## src/rtl/unified_mem_arbiter_if.sv

```systemverilog
// unified_mem_arbiter_if: fetch port, data port and memory-side bus of the unified memory arbiter
interface unified_mem_arbiter_if #(
  parameter int ADDR_W = 32,
  parameter int DATA_W = 32
);
  logic                  if_req;
  logic [ADDR_W-1:0]     if_addr;
  logic [DATA_W-1:0]     if_rdata;
  logic                  if_ready;
  logic                  dm_rd;
  logic                  dm_wr;
  logic [ADDR_W-1:0]     dm_addr;
  logic [DATA_W-1:0]     dm_wdata;
  logic [DATA_W/8-1:0]   dm_be;
  logic [DATA_W-1:0]     dm_rdata;
  logic                  dm_ready;
  logic                  mem_en;
  logic                  mem_we;
  logic [ADDR_W-1:0]     mem_addr;
  logic [DATA_W-1:0]     mem_wdata;
  logic [DATA_W/8-1:0]   mem_be;
  logic [DATA_W-1:0]     mem_rdata;
  logic                  busy;
  logic                  proto_err;
  modport slave (
    input  if_req, if_addr, dm_rd, dm_wr, dm_addr, dm_wdata, dm_be, mem_rdata,
    output if_rdata, if_ready, dm_rdata, dm_ready, mem_en, mem_we, mem_addr, mem_wdata, mem_be,
           busy, proto_err
  );
  modport master (
    output if_req, if_addr, dm_rd, dm_wr, dm_addr, dm_wdata, dm_be, mem_rdata,
    input  if_rdata, if_ready, dm_rdata, dm_ready, mem_en, mem_we, mem_addr, mem_wdata, mem_be,
           busy, proto_err
  );
endinterface

```

## src/rtl/unified_mem_arbiter.sv

```systemverilog
// unified_mem_arbiter: shares one fixed-latency single-ported memory between fetch and data ports; define ARB_FAIR_EN for alternating tie-break
module unified_mem_arbiter #(
  parameter int ADDR_W  = 32,
  parameter int DATA_W  = 32,
  parameter int MEM_LAT = 1
) (
  input logic                  clk,
  input logic                  rst,
  unified_mem_arbiter_if.slave bus
);
  localparam int BE_W = DATA_W / 8;
  localparam int CW   = $clog2(MEM_LAT + 1);
  typedef enum logic [1:0] {IDLE, ISSUE, WAIT, RESP} state_t;
  state_t              r_state, w_next;
  logic [ADDR_W-1:0]   r_addr;
  logic [DATA_W-1:0]   r_wdata;
  logic [BE_W-1:0]     r_be;
  logic                r_we;
  logic                r_src;
  logic [CW-1:0]       r_cnt;
  logic [DATA_W-1:0]   r_if_rdata;
  logic [DATA_W-1:0]   r_dm_rdata;
  logic                r_proto_err;
  logic                r_mem_en;
  logic                r_mem_we;
  logic                w_dm_req;
  logic                w_pick_dm;
  logic                w_grant;
  logic                w_last_beat;
  assign w_dm_req    = bus.dm_rd | bus.dm_wr;
  assign w_grant     = (r_state == IDLE) & (w_dm_req | bus.if_req);
  assign w_last_beat = (r_state == WAIT) & (r_cnt == CW'(1));
`ifdef ARB_FAIR_EN
  logic r_last_dm;
  assign w_pick_dm = w_dm_req & ~(bus.if_req & r_last_dm);
  // remember which port completed last so a tie goes to the other one
  always_ff @(posedge clk)
    if (!rst) r_last_dm <= 1'b0;
    else if (r_state == RESP) r_last_dm <= r_src;
`else
  assign w_pick_dm = w_dm_req;
`endif
  // state register
  always_ff @(posedge clk)
    if (!rst) r_state <= IDLE;
    else r_state <= w_next;
  // next-state: grant, single-cycle strobe, latency wait, one-cycle response
  always_comb begin
    w_next = r_state;
    case (r_state)
      IDLE:    w_next = w_grant ? ISSUE : IDLE;
      ISSUE:   w_next = r_we ? RESP : WAIT;
      WAIT:    w_next = (r_cnt == CW'(1)) ? RESP : WAIT;
      default: w_next = IDLE;
    endcase
  end
  // latch the winner, drive registered memory fields, count latency, capture read data
  always_ff @(posedge clk)
    if (!rst) begin
      r_addr      <= '0;
      r_wdata     <= '0;
      r_be        <= '0;
      r_we        <= 1'b0;
      r_src       <= 1'b0;
      r_cnt       <= '0;
      r_if_rdata  <= '0;
      r_dm_rdata  <= '0;
      r_proto_err <= 1'b0;
      r_mem_en    <= 1'b0;
      r_mem_we    <= 1'b0;
    end else begin
      r_mem_en <= w_grant;
      r_mem_we <= w_grant & w_pick_dm & bus.dm_wr;
      if (w_grant) begin
        r_addr  <= w_pick_dm ? bus.dm_addr : bus.if_addr;
        r_wdata <= w_pick_dm ? bus.dm_wdata : '0;
        r_be    <= w_pick_dm ? bus.dm_be : '0;
        r_we    <= w_pick_dm & bus.dm_wr;
        r_src   <= w_pick_dm;
        if (w_pick_dm & bus.dm_rd & bus.dm_wr) r_proto_err <= 1'b1;
      end
      if (r_state == ISSUE && !r_we) r_cnt <= CW'(MEM_LAT);
      else if (r_state == WAIT) r_cnt <= r_cnt - 1'b1;
      if (w_last_beat && r_src) r_dm_rdata <= bus.mem_rdata;
      if (w_last_beat && !r_src) r_if_rdata <= bus.mem_rdata;
    end
  assign bus.mem_en    = r_mem_en;
  assign bus.mem_we    = r_mem_we;
  assign bus.mem_addr  = r_addr;
  assign bus.mem_wdata = r_wdata;
  assign bus.mem_be    = r_be;
  assign bus.if_rdata  = r_if_rdata;
  assign bus.dm_rdata  = r_dm_rdata;
  assign bus.if_ready  = (r_state == RESP) & ~r_src;
  assign bus.dm_ready  = (r_state == RESP) & r_src;
  assign bus.busy      = r_state != IDLE;
  assign bus.proto_err = r_proto_err;
endmodule
```

## src/flat_wrapper.sv

```systemverilog
// flat-port wrapper written by rule: the top's interface ports become plain ports
module unified_mem_arbiter_flat 
#(
  parameter int ADDR_W  = 32,
  parameter int DATA_W  = 32,
  parameter int MEM_LAT = 1
)
  (clk, rst, bus_if_req, bus_if_addr, bus_dm_rd, bus_dm_wr, bus_dm_addr, bus_dm_wdata, bus_dm_be, bus_mem_rdata, bus_if_rdata, bus_if_ready, bus_dm_rdata, bus_dm_ready, bus_mem_en, bus_mem_we, bus_mem_addr, bus_mem_wdata, bus_mem_be, bus_busy, bus_proto_err);
  unified_mem_arbiter_if #(.ADDR_W(ADDR_W), .DATA_W(DATA_W)) bus_i ();
  input logic clk;
  input logic rst;
  input wire logic [$bits(bus_i.if_req)-1:0] bus_if_req;
  input wire logic [$bits(bus_i.if_addr)-1:0] bus_if_addr;
  input wire logic [$bits(bus_i.dm_rd)-1:0] bus_dm_rd;
  input wire logic [$bits(bus_i.dm_wr)-1:0] bus_dm_wr;
  input wire logic [$bits(bus_i.dm_addr)-1:0] bus_dm_addr;
  input wire logic [$bits(bus_i.dm_wdata)-1:0] bus_dm_wdata;
  input wire logic [$bits(bus_i.dm_be)-1:0] bus_dm_be;
  input wire logic [$bits(bus_i.mem_rdata)-1:0] bus_mem_rdata;
  output wire logic [$bits(bus_i.if_rdata)-1:0] bus_if_rdata;
  output wire logic [$bits(bus_i.if_ready)-1:0] bus_if_ready;
  output wire logic [$bits(bus_i.dm_rdata)-1:0] bus_dm_rdata;
  output wire logic [$bits(bus_i.dm_ready)-1:0] bus_dm_ready;
  output wire logic [$bits(bus_i.mem_en)-1:0] bus_mem_en;
  output wire logic [$bits(bus_i.mem_we)-1:0] bus_mem_we;
  output wire logic [$bits(bus_i.mem_addr)-1:0] bus_mem_addr;
  output wire logic [$bits(bus_i.mem_wdata)-1:0] bus_mem_wdata;
  output wire logic [$bits(bus_i.mem_be)-1:0] bus_mem_be;
  output wire logic [$bits(bus_i.busy)-1:0] bus_busy;
  output wire logic [$bits(bus_i.proto_err)-1:0] bus_proto_err;
  assign bus_i.if_req = bus_if_req;
  assign bus_i.if_addr = bus_if_addr;
  assign bus_i.dm_rd = bus_dm_rd;
  assign bus_i.dm_wr = bus_dm_wr;
  assign bus_i.dm_addr = bus_dm_addr;
  assign bus_i.dm_wdata = bus_dm_wdata;
  assign bus_i.dm_be = bus_dm_be;
  assign bus_i.mem_rdata = bus_mem_rdata;
  assign bus_if_rdata = bus_i.if_rdata;
  assign bus_if_ready = bus_i.if_ready;
  assign bus_dm_rdata = bus_i.dm_rdata;
  assign bus_dm_ready = bus_i.dm_ready;
  assign bus_mem_en = bus_i.mem_en;
  assign bus_mem_we = bus_i.mem_we;
  assign bus_mem_addr = bus_i.mem_addr;
  assign bus_mem_wdata = bus_i.mem_wdata;
  assign bus_mem_be = bus_i.mem_be;
  assign bus_busy = bus_i.busy;
  assign bus_proto_err = bus_i.proto_err;
  unified_mem_arbiter #(.ADDR_W(ADDR_W), .DATA_W(DATA_W), .MEM_LAT(MEM_LAT)) u_core (.clk(clk), .rst(rst), .bus(bus_i));
endmodule
```

## config.mk

```make
export PLATFORM = sky130hd
export DESIGN_NAME = unified_mem_arbiter_flat
export DESIGN_NICKNAME = d
export VERILOG_FILES = /design/src/rtl/unified_mem_arbiter_if.sv /design/src/rtl/unified_mem_arbiter.sv /design/src/flat_wrapper.sv
export SDC_FILE = /design/constraint.sdc
export NUM_CORES = 1
export LEC_CHECK = 0
export BUFFER_PORTS_ARGS = -buffer_cell sky130_fd_sc_hd__buf_2
export CORE_MARGIN = 3
export CORE_UTILIZATION = 45
export CTS_CLUSTER_DIAMETER = 120
export DETAILED_ROUTE_END_ITERATION = 12
export PLACE_DENSITY = 0.91
export SETUP_SLACK_MARGIN = 0.3
export SLEW_MARGIN = 20
export SYNTH_ARGS = -nofsm -noshare
export SYNTH_HDL_FRONTEND = slang
export SYNTH_SLANG_ARGS = --single-unit
```

## constraint.sdc

```tcl
create_clock -name clk -period 1.8 [get_ports clk]
set_input_delay 0.27 -clock clk [delete_from_list [all_inputs] [get_ports clk]]
set_output_delay 0.27 -clock clk [all_outputs]
set_load 0.02 [all_outputs]
```

# After elaboration in Yosys (flattened, before gate mapping)
# Cells that the tools add are included.
# totals
wordCells,46
ff_bits,140
out_inout_bits,138
# op_classes
eq_ne,3
reduce_logical,9
n_mux,9
bitwise_logic,12
add_sub_neg,1
# op_table
op,count
32-bit 2-to-1 mux,2
1-bit AND,9
2-bit one-hot mux with 3 select lines,1
1-bit 2-to-1 mux,5
"2-bit equality test, second input constant",2
4-bit 2-to-1 mux,1
2-bit nonzero test,2
1-bit logical AND,3
"2-bit by 1-bit equality test with 1-bit output, second input constant",1
1-bit logical NOT,2
2-bit logical NOT,1
1-bit OR,2
2-bit AND reduction,1
1-bit NOT,1
"1-bit subtractor, second input constant",1

# Depth between registers and ports, before layout
# logic_depth
ltp_word,5
depth_mapped,7
depth_no_buf,5

# Worst setup path before layout
# Ideal clock, no wire load.
# synth_path
path_kind,register to register
startpoint,register u_core.r_state[0]
endpoint,register u_core.r_wdata[10] (netlist: u_core.bus.mem_wdata[10])
period_less_slack_ns,1.445
path_stages_with_launch,8
slack_ns,0.355
arrival_time_ns,1.328
path_cell_list,dfxtp_1 > inv_1 > ha_1 > o31a_4 > nor2b_4 > buf_12 > buf_12 > a22o_1
# synth_between
elab_chain_len,2
# synth_rtl
element,line_no,source
from (decl),unified_mem_arbiter.sv:14,"state_t r_state, w_next;"
from (signal assigned),unified_mem_arbiter.sv:46,else r_state <= w_next;
2-bit logical NOT,unified_mem_arbiter.sv:31,assign w_grant = (r_state == IDLE) & (w_dm_req | bus.if_req);
1-bit AND,unified_mem_arbiter.sv:31,
to (signal assigned),unified_mem_arbiter.sv:76,r_wdata <= w_pick_dm ? bus.dm_wdata : '0;
to (decl),unified_mem_arbiter.sv:16,logic [DATA_W-1:0] r_wdata;
# Every way passes these cells.
# A chain may end at the register's enable or synchronous reset.

# Worst setup path in the final report
# layout_path
startpoint,register u_core.r_state[1]
endpoint,output port bus_busy
# layout_between
elab_chain_len,1
# layout_rtl
element,line_no,source
2-bit nonzero test,unified_mem_arbiter.sv:96,assign bus.busy = r_state != IDLE;
to (decl),flat_wrapper.sv:29,output wire logic [$bits(bus_i.busy)-1:0] bus_busy;
# Every way passes these cells.

==> flow_summary.ini <==
[yosys]
synthArstFlopShare_pct = 0
synth_seq_cells = 140
syn_nets = 683
yosysTopAreaCell = dfxtp_1
synth_warnings = 0
synth.distinct_cells = 32
synth_edf_count = 0
ys.flop_type = dfxtp_1
synth_area_leaders = dfxtp_1 (53%), a21boi_0 (9.5%), nand2_1 (9.4%)
syn_area_um2 = 5240
yosysMostFrequentCell = dfxtp_1
synth_cells = 541
ys_seq_area_share_pct = 53.5
avgSynthCellArea_um2 = 9.68
synth_top_area_share_pct = 53.5
synth_common_cells = dfxtp_1 (140), nand2_1 (131), a21boi_0 (66), a22o_1 (36)

[grt]
grt_pass1_vias = 4656
antenna_found_initial = 0
grt_overflow = 0
grt_max_degree = 101
grt_pass1_wl_um = 23000
grt_usage_pct = 22.3

[routing]
totalWireLength_um = 15700
drt-pass1-iter-count = 4
drc = 0
drtIter0Drc = 414
num_vias = 4948
viasPerCell = 5.11
wl_per_cell_um = 16.2
ant_nets = 0

[pwr]
p_int_w = 0.00743
p_leak_nw = 3.56
p_switching_w = 0.00353
vdd_drop_max_mv = 1.16
sw_frac_of_total_pct = 32.2
power_density_nw_per_um2 = 1440
clkPwrFrac_pct = 34.4
pwr-share-comb_pct = 29.0
seq_power_share_pct = 36.6

[sta]
hold_viol_final = 0
slew_viol_final = 0
max_freq_mhz = 653
rsz0062_at_grt = yes
worst_slack_ns = 0.268
period_share_pct = 85.1
worstMarginPinSlew_ns = 0.369
setup-violations-final = 0
finalHoldWorstSlack_ns = 0.0699
maxSlewHeadroom_pct = 75.4
fin_skew_ns = 0.00724
period_needed_ns = 1.53

[critical_path]
crit_path_frequent_cell = buf_6
reg2reg_setup_slack_ns = 0.28
start_kind = register
reg2reg_from = u_core.r_state[1]$_SDFF_PN0_
path_buf_inv = 4
crit_arrival_ns = 1.26
crit_cells = 5
slowest_stage = dfxtp_4
cp_top_family = flip-flops
max_stage_delay_ns = 0.38
worst_setup_path_end_kind = output pin
cp_max_fo = 6
crit_type = register to output pin
crit_required_ns = 1.53
r2r_end = u_core.r_state[0]$_SDFF_PN0_
crit_path_cell_trace = inv_4 -> ha_4 -> buf_6 -> inv_2 -> buf_6
rr_worst_depth = 7
startpoint = u_core.r_state[1]$_SDFF_PN0_

[hold_path]
hold-path-cell-count = 2
min_path_type = input pin to register
hold_start = bus_dm_be[1]
hold_end = u_core.bus.mem_be[1]$_SDFFE_PN0P_

[clock_tree]
cts_made_buffers = 17
htreeDepth = 4
clockBufferDepth = 2
cts_sinks = 140
cts_tree = done
cts_root_buf = clkbuf_16
clkLatencyLatePin_ns = 0.41
clk_pin_slew_ns = 0.06

[layout]
final_cells = 968
antennaDiodeCount = 0
drive_gt1_share_pct = 41.9
nNetsFinal = 957
fillers = 879
syn2layout_area_growth_pct = 45.2

[floorplan]
start_util_pct = 47.1
die_area_um2 = 13000
die_w_um = 114
core_area_um2 = 11100
num_rows = 38
die_y_um = 114
ioPinCount = 275

[placement]
placed_cells = 922
dp_hpwl_um = 10400
pre_cts_slack_ns = -0.00105
io_buffers = 274
place_congestion = 0.818

[status]
status = completed

[run]
drv_cap = 0
==> cells in the final DEF (no fill, tap or decap), types with 5 or more instances in the layout <==
master / netlist / layout
clkbuf_16: 0 / 20
buf_4: 0 / 9
a22o_1: 36 / 36
buf_12: 4 / 7
o21ai_1: 6 / 8
dfxtp_1: 140 / 137
nand2_1: 131 / 131
mux2i_1: 32 / 32
buf_2: 18 / 271
o21ai_0: 27 / 25
buf_6: 1 / 5
a21oi_1: 32 / 31
a21boi_1: 0 / 7
a21boi_0: 66 / 59
bufinv_16: 0 / 5
==> cell type report <==
type / count / area [um^2] / area share [%]
multi-input cells: 357 / 2230 / 29.4
flip-flops and latches: 140 / 2810 / 37.0
clock buffers: 17 / 425 / 5.59
inverters: 3 / 16.3 / 0.214
repair buffers: 296 / 1720 / 22.7
well taps: 140 / 175 / 2.30
clock inverters: 15 / 220 / 2.90
==> sequential cells by signal, summed over array words and instances, names as in the netlist, 2 cells and up <==
name / flops
u_core.bus.dm_rdata: 32
u_core.bus.mem_wdata: 32
u_core.bus.mem_be: 4
u_core.bus.if_rdata: 32
u_core.bus.mem_addr: 32
u_core.r_state: 2
==> how the worst max path moves through the flow <==
stage                                                  to  slack [ns]
finish                                           bus_busy        0.27
global route         u_core.bus.if_rdata[28]$_SDFFE_PN0P_        0.21
CTS                                              bus_busy        0.26
detailed placement   u_core.bus.mem_wdata[0]$_SDFFE_PN0P_      -0.001
global placement     u_core.bus.mem_wdata[3]$_SDFFE_PN0P_        0.06
floorplan           u_core.bus.mem_wdata[10]$_SDFFE_PN0P_        0.36
==> routing by layer <==
layer / up-vias / track usage, % / part of all wire (%)
met4: 0 / 9.90 / 2.3
li1: 2416 / - / -
met1: 2298 / 24.9 / 38
met5: - / 0 / 0
met3: 26 / 5.73 / 6.6
met2: 208 / 39.9 / 53
==> kinds of logic (layout without fill, tap and decap cells) <==
group	Yosys count	after routing	share of synthesized area [%]
AOI/OAI and AO/OA	171	171	22.5
adders and majority gates	5	5	1.19
muxes	32	32	6.11
DFF	140	140	53.5
buffers and inverters	45	331	5.04
and+or+nand+nor	147	148	11.5
xor gates and xnor gates	1	1	0.167
==> repair_timing <==
item	in CTS	in global routing
setup buffers	8	2
pin swaps	1	1
cloned	1	3
hold buffers	0	0
setup endpoints to repair	41	119
gates resized for setup	15	25
==> metrics by stage <==
stage	util (%)	setup TNS (ns)	cell area (um^2)	total power (W)
floorplan	-	0	5240	0.00586
global placement	60.1	0	6690	0.00667
detailed placement	60.1	-0.00105	6690	0.00676
CTS	67.0	0	7460	0.0108
global route	68.4	0	7600	0.0115
finish	68.4	0	7600	0.0110
==> power groups by stage <==
stage / sequential, W / clock (W) / combinational, W
2_1_floorplan: 0.00463 / 0 / 0.00123
3_3_place_gp: 0.00402 / 0 / 0.00266
3_5_place_dp: 0.00401 / 0 / 0.00274
4_1_cts: 0.00397 / 0.00384 / 0.00296
5_1_grt: 0.00408 / 0.00399 / 0.00339
6_report: 0.00402 / 0.00377 / 0.00317
(Power assumes the default switching activity.)
